File: src/rtl/tqvp_stevej_wdt_escalator_if.sv
// TinyQV peripheral register bus as seen by the watchdog escalator.
// The CPU side is the master and the peripheral is the slave.
interface tqvp_stevej_wdt_escalator_if;
  logic [5:0]  address;
  logic [31:0] data_in;
  logic [1:0]  data_write_n;
  logic [1:0]  data_read_n;
  logic [31:0] data_out;
  logic        data_ready;

  modport master (
    output address, data_in, data_write_n, data_read_n,
    input  data_out, data_ready
  );

  modport slave (
    input  address, data_in, data_write_n, data_read_n,
    output data_out, data_ready
  );
endinterface

File: src/rtl/tqvp_stevej_wdt_escalator.sv
// Watchdog expiry escalator: warning irq, software grace period, then a
// fixed-length system reset pulse, with a sticky saturating escalation count.
//
// state   | meaning
// IDLE    | armed, waiting for a rising edge on wdt_expired while enabled
// WARN    | irq high, grace countdown running, ACK returns to IDLE
// RESET   | sys_reset_out high for max(RST_LEN,1) cycles, cannot be cut short
// HOLDOFF | waiting for wdt_expired to go low before re-arming
module tqvp_stevej_wdt_escalator #(
  parameter logic [15:0] GRACE_RST  = 16'd1000,
  parameter logic [7:0]  RSTLEN_RST = 8'd16
) (
  input  logic                               clk,
  input  logic                               rst,
  input  logic                               wdt_expired,
  tqvp_stevej_wdt_escalator_if.slave         bus,
  output logic                               irq,
  output logic                               sys_reset_out,
  output logic [1:0]                         state_out
);

  typedef enum logic [1:0] {
    ST_IDLE    = 2'd0,
    ST_WARN    = 2'd1,
    ST_RESET   = 2'd2,
    ST_HOLDOFF = 2'd3
  } state_t;

  state_t      state, state_next;
  logic [15:0] cnt, cnt_next;
  logic        enable;
  logic [15:0] grace;
  logic [7:0]  rst_len;
  logic [7:0]  reset_count;
  logic        wdt_prev;
  logic        count_inc;

  logic        wr, wr_ctrl, wr_grace, wr_rst_len, wr_status, ack, rise;
  logic [7:0]  rst_len_m1;

  assign wr         = (bus.data_write_n != 2'b11);
  assign wr_ctrl    = wr && (bus.address == 6'h0);
  assign wr_grace   = wr && (bus.address == 6'h2);
  assign wr_rst_len = wr && (bus.address == 6'h3);
  assign wr_status  = wr && (bus.address == 6'h4);
  assign ack        = wr && (bus.address == 6'h1) && (bus.data_in[7:0] == 8'hA5);
  assign rise       = wdt_expired & ~wdt_prev;
  // A zero length still produces a one-cycle pulse.
  assign rst_len_m1 = (rst_len == 8'd0) ? 8'd0 : rst_len - 8'd1;

  always_comb begin
    state_next = state;
    cnt_next   = cnt;
    count_inc  = 1'b0;
    case (state)
      ST_IDLE: begin
        if (enable && rise) begin
          state_next = ST_WARN;
          cnt_next   = grace;
        end
      end
      ST_WARN: begin
        if (ack) begin
          state_next = ST_IDLE;
        end else if (!enable) begin
          state_next = ST_IDLE;
        end else if (cnt == 16'd0) begin
          state_next = ST_RESET;
          cnt_next   = {8'h00, rst_len_m1};
          count_inc  = 1'b1;
        end else begin
          cnt_next = cnt - 16'd1;
        end
      end
      ST_RESET: begin
        if (cnt == 16'd0) state_next = ST_HOLDOFF;
        else              cnt_next   = cnt - 16'd1;
      end
      ST_HOLDOFF: begin
        if (!wdt_expired) state_next = ST_IDLE;
      end
      default: state_next = ST_IDLE;
    endcase
  end

  always_ff @(posedge clk) begin
    if (rst) begin
      state         <= ST_IDLE;
      cnt           <= 16'd0;
      wdt_prev      <= 1'b0;
      irq           <= 1'b0;
      sys_reset_out <= 1'b0;
      state_out     <= 2'd0;
      enable        <= 1'b0;
      grace         <= GRACE_RST;
      rst_len       <= RSTLEN_RST;
      reset_count   <= 8'd0;
    end else begin
      state         <= state_next;
      cnt           <= cnt_next;
      wdt_prev      <= wdt_expired;
      irq           <= (state_next == ST_WARN);
      sys_reset_out <= (state_next == ST_RESET);
      state_out     <= state_next;

      if (wr_ctrl) enable <= bus.data_in[0];

      // Timing config is frozen while an escalation is in flight.
      if (wr_grace && state == ST_IDLE) begin
        if (bus.data_write_n == 2'b00) grace[7:0] <= bus.data_in[7:0];
        else                           grace      <= bus.data_in[15:0];
      end
      if (wr_rst_len && state == ST_IDLE) rst_len <= bus.data_in[7:0];

      if (wr_status)                               reset_count <= 8'd0;
      else if (count_inc && reset_count != 8'hFF)  reset_count <= reset_count + 8'd1;
    end
  end

  always_comb begin
    bus.data_out = 32'h0;
    case (bus.address)
      6'h0:    bus.data_out = {31'h0, enable};
      6'h2:    bus.data_out = {16'h0, grace};
      6'h3:    bus.data_out = {24'h0, rst_len};
      6'h4:    bus.data_out = {16'h0, reset_count, 5'h0, irq, state};
      default: bus.data_out = 32'h0;
    endcase
  end

  assign bus.data_ready = 1'b1;

  logic unused_bus;
  assign unused_bus = &{1'b0, bus.data_read_n, bus.data_in[31:16]};

endmodule

File: src/flat_wrapper.sv
// flat-port wrapper written by rule: the top's interface ports become plain ports
module tqvp_stevej_wdt_escalator_flat 
#(
  parameter logic [15:0] GRACE_RST  = 16'd1000,
  parameter logic [7:0]  RSTLEN_RST = 8'd16
)
  (clk, rst, wdt_expired, irq, sys_reset_out, state_out, bus_address, bus_data_in, bus_data_write_n, bus_data_read_n, bus_data_out, bus_data_ready);
  tqvp_stevej_wdt_escalator_if bus_i ();
  input  logic clk;
  input  logic rst;
  input  logic wdt_expired;
  output logic irq;
  output logic sys_reset_out;
  output logic [1:0] state_out;
  input wire logic [$bits(bus_i.address)-1:0] bus_address;
  input wire logic [$bits(bus_i.data_in)-1:0] bus_data_in;
  input wire logic [$bits(bus_i.data_write_n)-1:0] bus_data_write_n;
  input wire logic [$bits(bus_i.data_read_n)-1:0] bus_data_read_n;
  output wire logic [$bits(bus_i.data_out)-1:0] bus_data_out;
  output wire logic [$bits(bus_i.data_ready)-1:0] bus_data_ready;
  assign bus_i.address = bus_address;
  assign bus_i.data_in = bus_data_in;
  assign bus_i.data_write_n = bus_data_write_n;
  assign bus_i.data_read_n = bus_data_read_n;
  assign bus_data_out = bus_i.data_out;
  assign bus_data_ready = bus_i.data_ready;
  tqvp_stevej_wdt_escalator #(.GRACE_RST(GRACE_RST), .RSTLEN_RST(RSTLEN_RST)) u_core (.clk(clk), .rst(rst), .wdt_expired(wdt_expired), .bus(bus_i), .irq(irq), .sys_reset_out(sys_reset_out), .state_out(state_out));
endmodule
File: config.mk
export PLATFORM = sky130hd
export DESIGN_NAME = tqvp_stevej_wdt_escalator_flat
export DESIGN_NICKNAME = d
export VERILOG_FILES = /design/src/rtl/tqvp_stevej_wdt_escalator_if.sv /design/src/rtl/tqvp_stevej_wdt_escalator.sv /design/src/flat_wrapper.sv
export SDC_FILE = /design/constraint.sdc
export NUM_CORES = 1
export LEC_CHECK = 0
export CORE_MARGIN = 2
export CORE_UTILIZATION = 45
export DETAILED_ROUTE_END_ITERATION = 10
export HOLD_SLACK_MARGIN = 0.12
export PLACE_DENSITY_LB_ADDON = 0.08
export SLEW_MARGIN = 20
export SYNTH_ARGS = -nofsm -noshare
export SYNTH_HDL_FRONTEND = slang
export SYNTH_SLANG_ARGS = --single-unit
File: constraint.sdc
create_clock -name clk -period 2.7 [get_ports clk]
set_input_delay 0.675 -clock clk [delete_from_list [all_inputs] [get_ports clk]]
set_output_delay 0.675 -clock clk [all_outputs]
set_load 0.02 [all_outputs]
==> impl_metrics.tcl, run 1 <==
set metrics [dict create \
    outcome "finished, final reports clean" \
    syn-mean-instance-area_um2 8.26 \
    synth-seq-area-share 0.319 \
    dr_wl_met3_um 275 \
    fillers 678 \
    maxCapViolations 0 \
    vias 3166 \
    io_pins 82 \
    r2r-start "u_core.cnt[10]$_SDFFE_PP0P_" \
    clkLatencyLatePin_ns 0.32 \
    p_leak_nw 1.80 \
    die-area_um2 8240 \
    start_util 0.467 \
    antenna_found_initial 0 \
    vias_per_cell 5.46 \
    wl_um 8950 \
    synth_edf_count 0 \
    pre_cts_slack_ns -0.651 \
    cp.arrival_ns 1.95 \
    grt_pass1_wl_um 14700 \
    grt_start_max_net_pins 51 \
    crit_type "primary input to output port" \
    powerDensity_nw_per_um2 595 \
    synthCells 410 \
    routed.top_layer "met4" \
    clock-sinks 54 \
    numCtsBuffers 5 \
    fin_skew_ns 0.0128 \
    dpl_cell_area_um2 4110 \
    worst_pin_slew_ns 0.599 \
    async_flop_share 0 \
    clock.fmax_ghz 0.381 \
    hp-start "u_core.cnt[14]$_SDFFE_PP0P_" \
    worstSetupEndpointType "output port" \
    drive_above_1_share 0.189 \
    antenna_left 0 \
    antenna_cells 0 \
    clk_pin_slew_ns 0.11 \
    synth_area_um2 3390 \
    port_buffers 46 \
    wl_per_cell_um 15.4 \
    die_x_um 90.8 \
    cts_tree "built" \
    cts_max_level 2 \
    route.met2.wl_um 4200 \
    r2r-end "u_core.cnt[6]$_SDFFE_PP0P_" \
    whs_path_depth 2 \
    setup_ws_ns 0.0761 \
    worstPathRequired_ns 2.03 \
    synth_top_area_frac 0.319 \
    start_kind "primary input" \
    r2r_slack_ns 0.18 \
    stdcell_area_um2 4260 \
    hold_end "u_core.cnt[14]$_SDFFE_PP0P_" \
    ys_seq_elements 54 \
    drtIter0Drc 188 \
    period_share 0.972 \
    grtUsageTotal 0.219 \
    syn_to_final_growth_pct 25.8 \
    cp_max_fo 3 \
    ir_drop_v 0.000358 \
    ys_types 67 \
    post-route-util 0.588 \
    dp_hpwl_um 6600 \
    finalHoldViolCount 0 \
    ys.flop_type "dfxtp_1" \
    coreArea_um2 7250 \
    synth_area_leaders "dfxtp_1 32%, nor2_1 6.6%, mux2i_1 4.4%, buf_4 4.2%, ha_1 3.7%" \
    drc 0 \
    place.gp.congestion 0.837 \
    grt_pass1_vias 2937 \
    synth_warnings 0 \
    synth_area_leader_cell "dfxtp_1" \
    hold_path_class "flop to flop" \
    slew_headroom 0.599 \
    rsz0062_at_grt "false" \
    setup_violations 0 \
    post-route-min-period_ns 2.62 \
    rows 31 \
    rr_worst_depth 6 \
    dieHeight_um 90.8 \
    fin_nets 535 \
    wl_met1_um 4400 \
    tns_ns 0 \
    cts_root_buffer "clkbuf_8" \
    clockBufferDepth 2 \
    drtPass1Iterations 6 \
    final-max-slew-violation-count 0 \
    gr-total-overflow 0 \
]
[cells by family (layout without fill, tap and decap cells)]
family,after synthesis,after routing,synth area share
AND/OR/NAND/NOR,167,167,0.250
AO/OA/AOI/OAI,89,89,0.208
buffers and inverters,56,112,0.0953
flip-flops,54,54,0.319
XOR/XNOR,16,16,0.0414
multiplexers,16,16,0.0476
adder cells (fa/ha/maj),10,10,0.0369
other,2,17,0.00222
[worst max path at each step]
stage / endpoint / startpoint / slack, ns / depth (start not counted)
2_1_floorplan: bus_data_out[4] / bus_address[3] / 0.06 / 5
3_3_place_gp: bus_data_out[1] / bus_address[3] / -0.62 / 7
6_report: bus_data_out[0] / bus_address[4] / 0.08 / 7
4_1_cts: bus_data_out[9] / bus_address[1] / 0.03 / 7
5_1_grt: u_core.cnt[3]$_SDFFE_PP0P_ / u_core.cnt[10]$_SDFFE_PP0P_ / 0.002 / 6
3_5_place_dp: bus_data_out[0] / bus_address[3] / -0.65 / 6
[critical path: stages]
cell and delay (ns):
dlygate4sd2_1 0.27, nor4_4 0.05, buf_4 0.13, buf_4 0.13, a32o_1 0.25, a221o_1 0.30, buf_6 0.15
[metrics by stage]
stage | cells | hold WS [ns] | total power, W
after CTS | 577 | 0.491 | 0.00254
after global placement | 567 | 0.461 | 0.00186
after global routing | 580 | 0.513 | 0.00266
after detailed placement | 567 | 0.473 | 0.00187
final | 580 | 0.484 | 0.00254
after floorplan | 425 | 0.446 | 0.00161
[flip-flops by register name, indices dropped and copies added, names as in the netlist]
signal / flops
u_core.cnt: 16
u_core.grace: 16
u_core.reset_count: 8
u_core.rst_len: 8
u_core.state_out: 2
u_core.enable: 1
u_core.irq: 1
u_core.sys_reset_out: 1
u_core.wdt_prev: 1
[routing by layer]
| metal | GRT usage | vias to the layer above |
|---|---|---|
| li1 | - | 1572 |
| met1 | 0.312 | 1522 |
| met2 | 0.357 | 67 |
| met3 | 0.0275 | 5 |
| met4 | 0.0467 | 0 |
| met5 | 0 | - |
[cell usage after synthesis, types with 5 or more instances]
cell type	number
buf_6	5
nor3_1	11
and3_1	8
xnor2_1	5
nor2b_1	7
a22o_1	13
clkbuf_1	11
mux2i_1	15
dfxtp_1	54
o21ai_0	13
a21oi_1	19
buf_4	19
nand2_1	32
inv_1	16
xor2_1	11
nand4_1	5
nor4_1	6
nor2_1	60
nand3_1	10
nand3b_1	6
o22ai_1	5
ha_1	10
[layout make-up]
cell class              instances  area, um^2  area share
multi-input cells             315        2080       0.487
flip-flops and latches         54        1080       0.254
repair buffers                 88         782       0.183
well taps                      99         124      0.0291
clock buffers                   5        68.8      0.0161
clock inverters                 3        68.8      0.0161
inverters                      16        60.1      0.0141
[power by group]
| part | internal [W] | switching (W) |
|---|---|---|
| sequential | 0.000836 | 0.0000429 |
| clock | 0.000372 | 0.000295 |
| combinational | 0.000417 | 0.000572 |
[layout by cell type (no fill, tap or decap), drive strengths merged, types with 6 or more instances in the layout]
cell type	n
mux2i	15
ha	10
clkdlybuf4s50	24
nor2	61
buf	58
clkbuf	7
conb	17
nand3	11
a22o	13
nor3	12
dfxtp	54
nand3b	6
and3	8
xor2	11
inv	16
nand2	32
a21oi	19
o21ai	13
nor4	7
nor2b	7
[repair_timing]
item | in CTS | in global routing
resized for setup | 86 | 17
endpoints found under the hold margin | 0 | 0
endpoints found under the setup margin | 16 | 16
pin swaps | 8 | 5
cloned | 1 | 0
setup buffers | 1 | 3
hold buffers | 0 | 0
No activity file was read; power rests on OpenSTA's default activity.
==> run 2: changes to the inputs <==
--- a/config.mk
+++ b/config.mk
@@ -8,8 +8,9 @@
 export CORE_MARGIN = 2
 export CORE_UTILIZATION = 45
 export DETAILED_ROUTE_END_ITERATION = 10
+export DONT_BUFFER_PORTS = 1
 export HOLD_SLACK_MARGIN = 0.12
-export PLACE_DENSITY_LB_ADDON = 0.08
+export PLACE_DENSITY = 0.63
 export SLEW_MARGIN = 20
 export SYNTH_ARGS = -nofsm -noshare
 export SYNTH_HDL_FRONTEND = slang
==> impl_metrics.tcl, run 2 (same netlist as run 1, synthesis figures left out) <==
set metrics [dict create \
    syn_to_final_growth_pct 6.39 \
    gr-total-overflow 0 \
    reg_top3 "u_core.cnt (16), u_core.grace (16)" \
    coreArea_um2 7250 \
    tns_ns 0 \
    slew_headroom 0.449 \
    met2_usage 0.333 \
    worstSetupEndpointType "flop" \
    clkLatencyLatePin_ns 0.32 \
    grt_pass1_vias 2802 \
    clock.fmax_ghz 0.395 \
    clockBufferDepth 2 \
    rsz0062_at_grt "false" \
    grt-busiest-layer "met2" \
    cts_root_buffer "clkbuf_8" \
    worst_pin_slew_ns 0.827 \
    r2r_slack_ns 0.17 \
    cp_max_fo 7 \
    dp_hpwl_um 6190 \
    antenna_left 0 \
    vias 2916 \
    grtUsageTotal 0.206 \
    fillers 718 \
    worstPathRequired_ns 2.97 \
    worstPathBufferInverterCount 0 \
    clk_pin_slew_ns 0.10 \
    combinationalPowerShare 0.381 \
    outcome "finished, final reports clean" \
    drive_above_1_share 0.118 \
    postCtsSetupRepairBufs 0 \
    p_leak_nw 1.46 \
    start_kind "flop" \
    finalHoldViolCount 0 \
    p_int_w 0.00148 \
    ir_drop_v 0.000272 \
    critPathSlowestCell "or3_1" \
    setup_violations 0 \
    maxCapViolations 0 \
    grtUsageMet1 0.282 \
    powerDensity_nw_per_um2 651 \
    clockPowerShare 0.244 \
    clock-sinks 54 \
    drtPass1Iterations 5 \
    cts_tree "built" \
    pwr-share-seq 0.375 \
    period_share 0.937 \
    cts_max_level 2 \
    final_common_cell "nor2_1" \
    die_x_um 90.8 \
    vias_per_cell 5.68 \
    start_util 0.467 \
    cts-hold-fix-buffers 0 \
    crit_type "flop to flop" \
    whs_ns 0.415 \
    drtIter0Drc 185 \
    rows 31 \
    grt_start_max_net_pins 51 \
    port_buffers 0 \
    wl_um 8330 \
    antenna_found_initial 0 \
    hold_path_class "primary input to flop" \
    place.gp.congestion 0.864 \
    fin_nets 468 \
    slowest_delay_ns 0.53 \
    io_pins 82 \
    post_cts_resized 0 \
    cp_top_family "simple AND/OR/NAND/NOR gates" \
    grtUsageMet3 0.0392 \
    dieHeight_um 90.8 \
    cp_cell_sequence "or3_4, or3_1, or2_4, or3b_1, o31ai_1, o21a_1" \
    cp.arrival_ns 2.80 \
    wl_per_cell_um 16.2 \
    die-area_um2 8240 \
    p_sw_w 0.000867 \
    final_cell_mix "60 x nor2_1, 54 x dfxtp_1, 32 x nand2_1, 20 x buf_4, 19 x a21oi_1" \
    grt_pass1_wl_um 14000 \
    post-route-min-period_ns 2.53 \
    antenna_cells 0 \
    numCtsBuffers 5 \
    final-max-slew-violation-count 0 \
    p_sw_frac 0.370 \
    fin_skew_ns 0.00719 \
    drc 0 \
]
-- run 2: power by group through the flow --
stage	Sequential (W)	Combinational, W	Clock (W)
CTS	0.000879	0.000889	0.000585
global placement	0.000897	0.000870	0
floorplan	0.000893	0.000715	0
finish	0.000879	0.000894	0.000572
global route	0.000886	0.000985	0.000624
detailed placement	0.000897	0.000882	0
-- run 2: stage by stage --
stage          power (W)  instances  cell area [um^2]  utilization  setup WS [ns]
2_1_floorplan    0.00161        425              3450            -         0.0587
3_3_place_gp     0.00177        505              3490        0.481          0.213
3_5_place_dp     0.00178        505              3490        0.481          0.191
4_1_cts          0.00235        513              3600        0.497          0.179
5_1_grt          0.00249        513              3600        0.497         0.0646
6_report         0.00235        513              3600        0.497          0.170
-- run 2: path summary, 6_finish.rpt --
kind	start	endpoint	depth (start not counted)
worst max-delay path	u_core.cnt[10]$_SDFFE_PP0P_	u_core.cnt[0]$_SDFFE_PP0P_	6
worst min-delay path	rst	u_core.cnt[4]$_SDFFE_PP0P_	1
worst max register to register	u_core.cnt[10]$_SDFFE_PP0P_	u_core.cnt[0]$_SDFFE_PP0P_	6
worst min register to register	u_core.grace[1]$_SDFFE_PP0P_	u_core.grace[1]$_SDFFE_PP0P_	2
-- run 2: cell type report --
class,instances,area [um^2],area share
Clock buffer,5,68.8,0.0191
Clock inverter,3,47.5,0.0132
Inverter,16,60.1,0.0167
Multi-Input combinational cell,315,2050,0.570
Sequential cell,54,1080,0.300
Tap cell,99,124,0.0344
Timing Repair Buffer,21,170,0.0472
-- run 2: routing by layer --
layer	share of wire	vias to the layer above	routed length, um
met5	0	-	0
met4	0.014	0	116
met3	0.065	10	538
met2	0.47	93	3880
met1	0.46	1381	3790
li1	-	1432	-
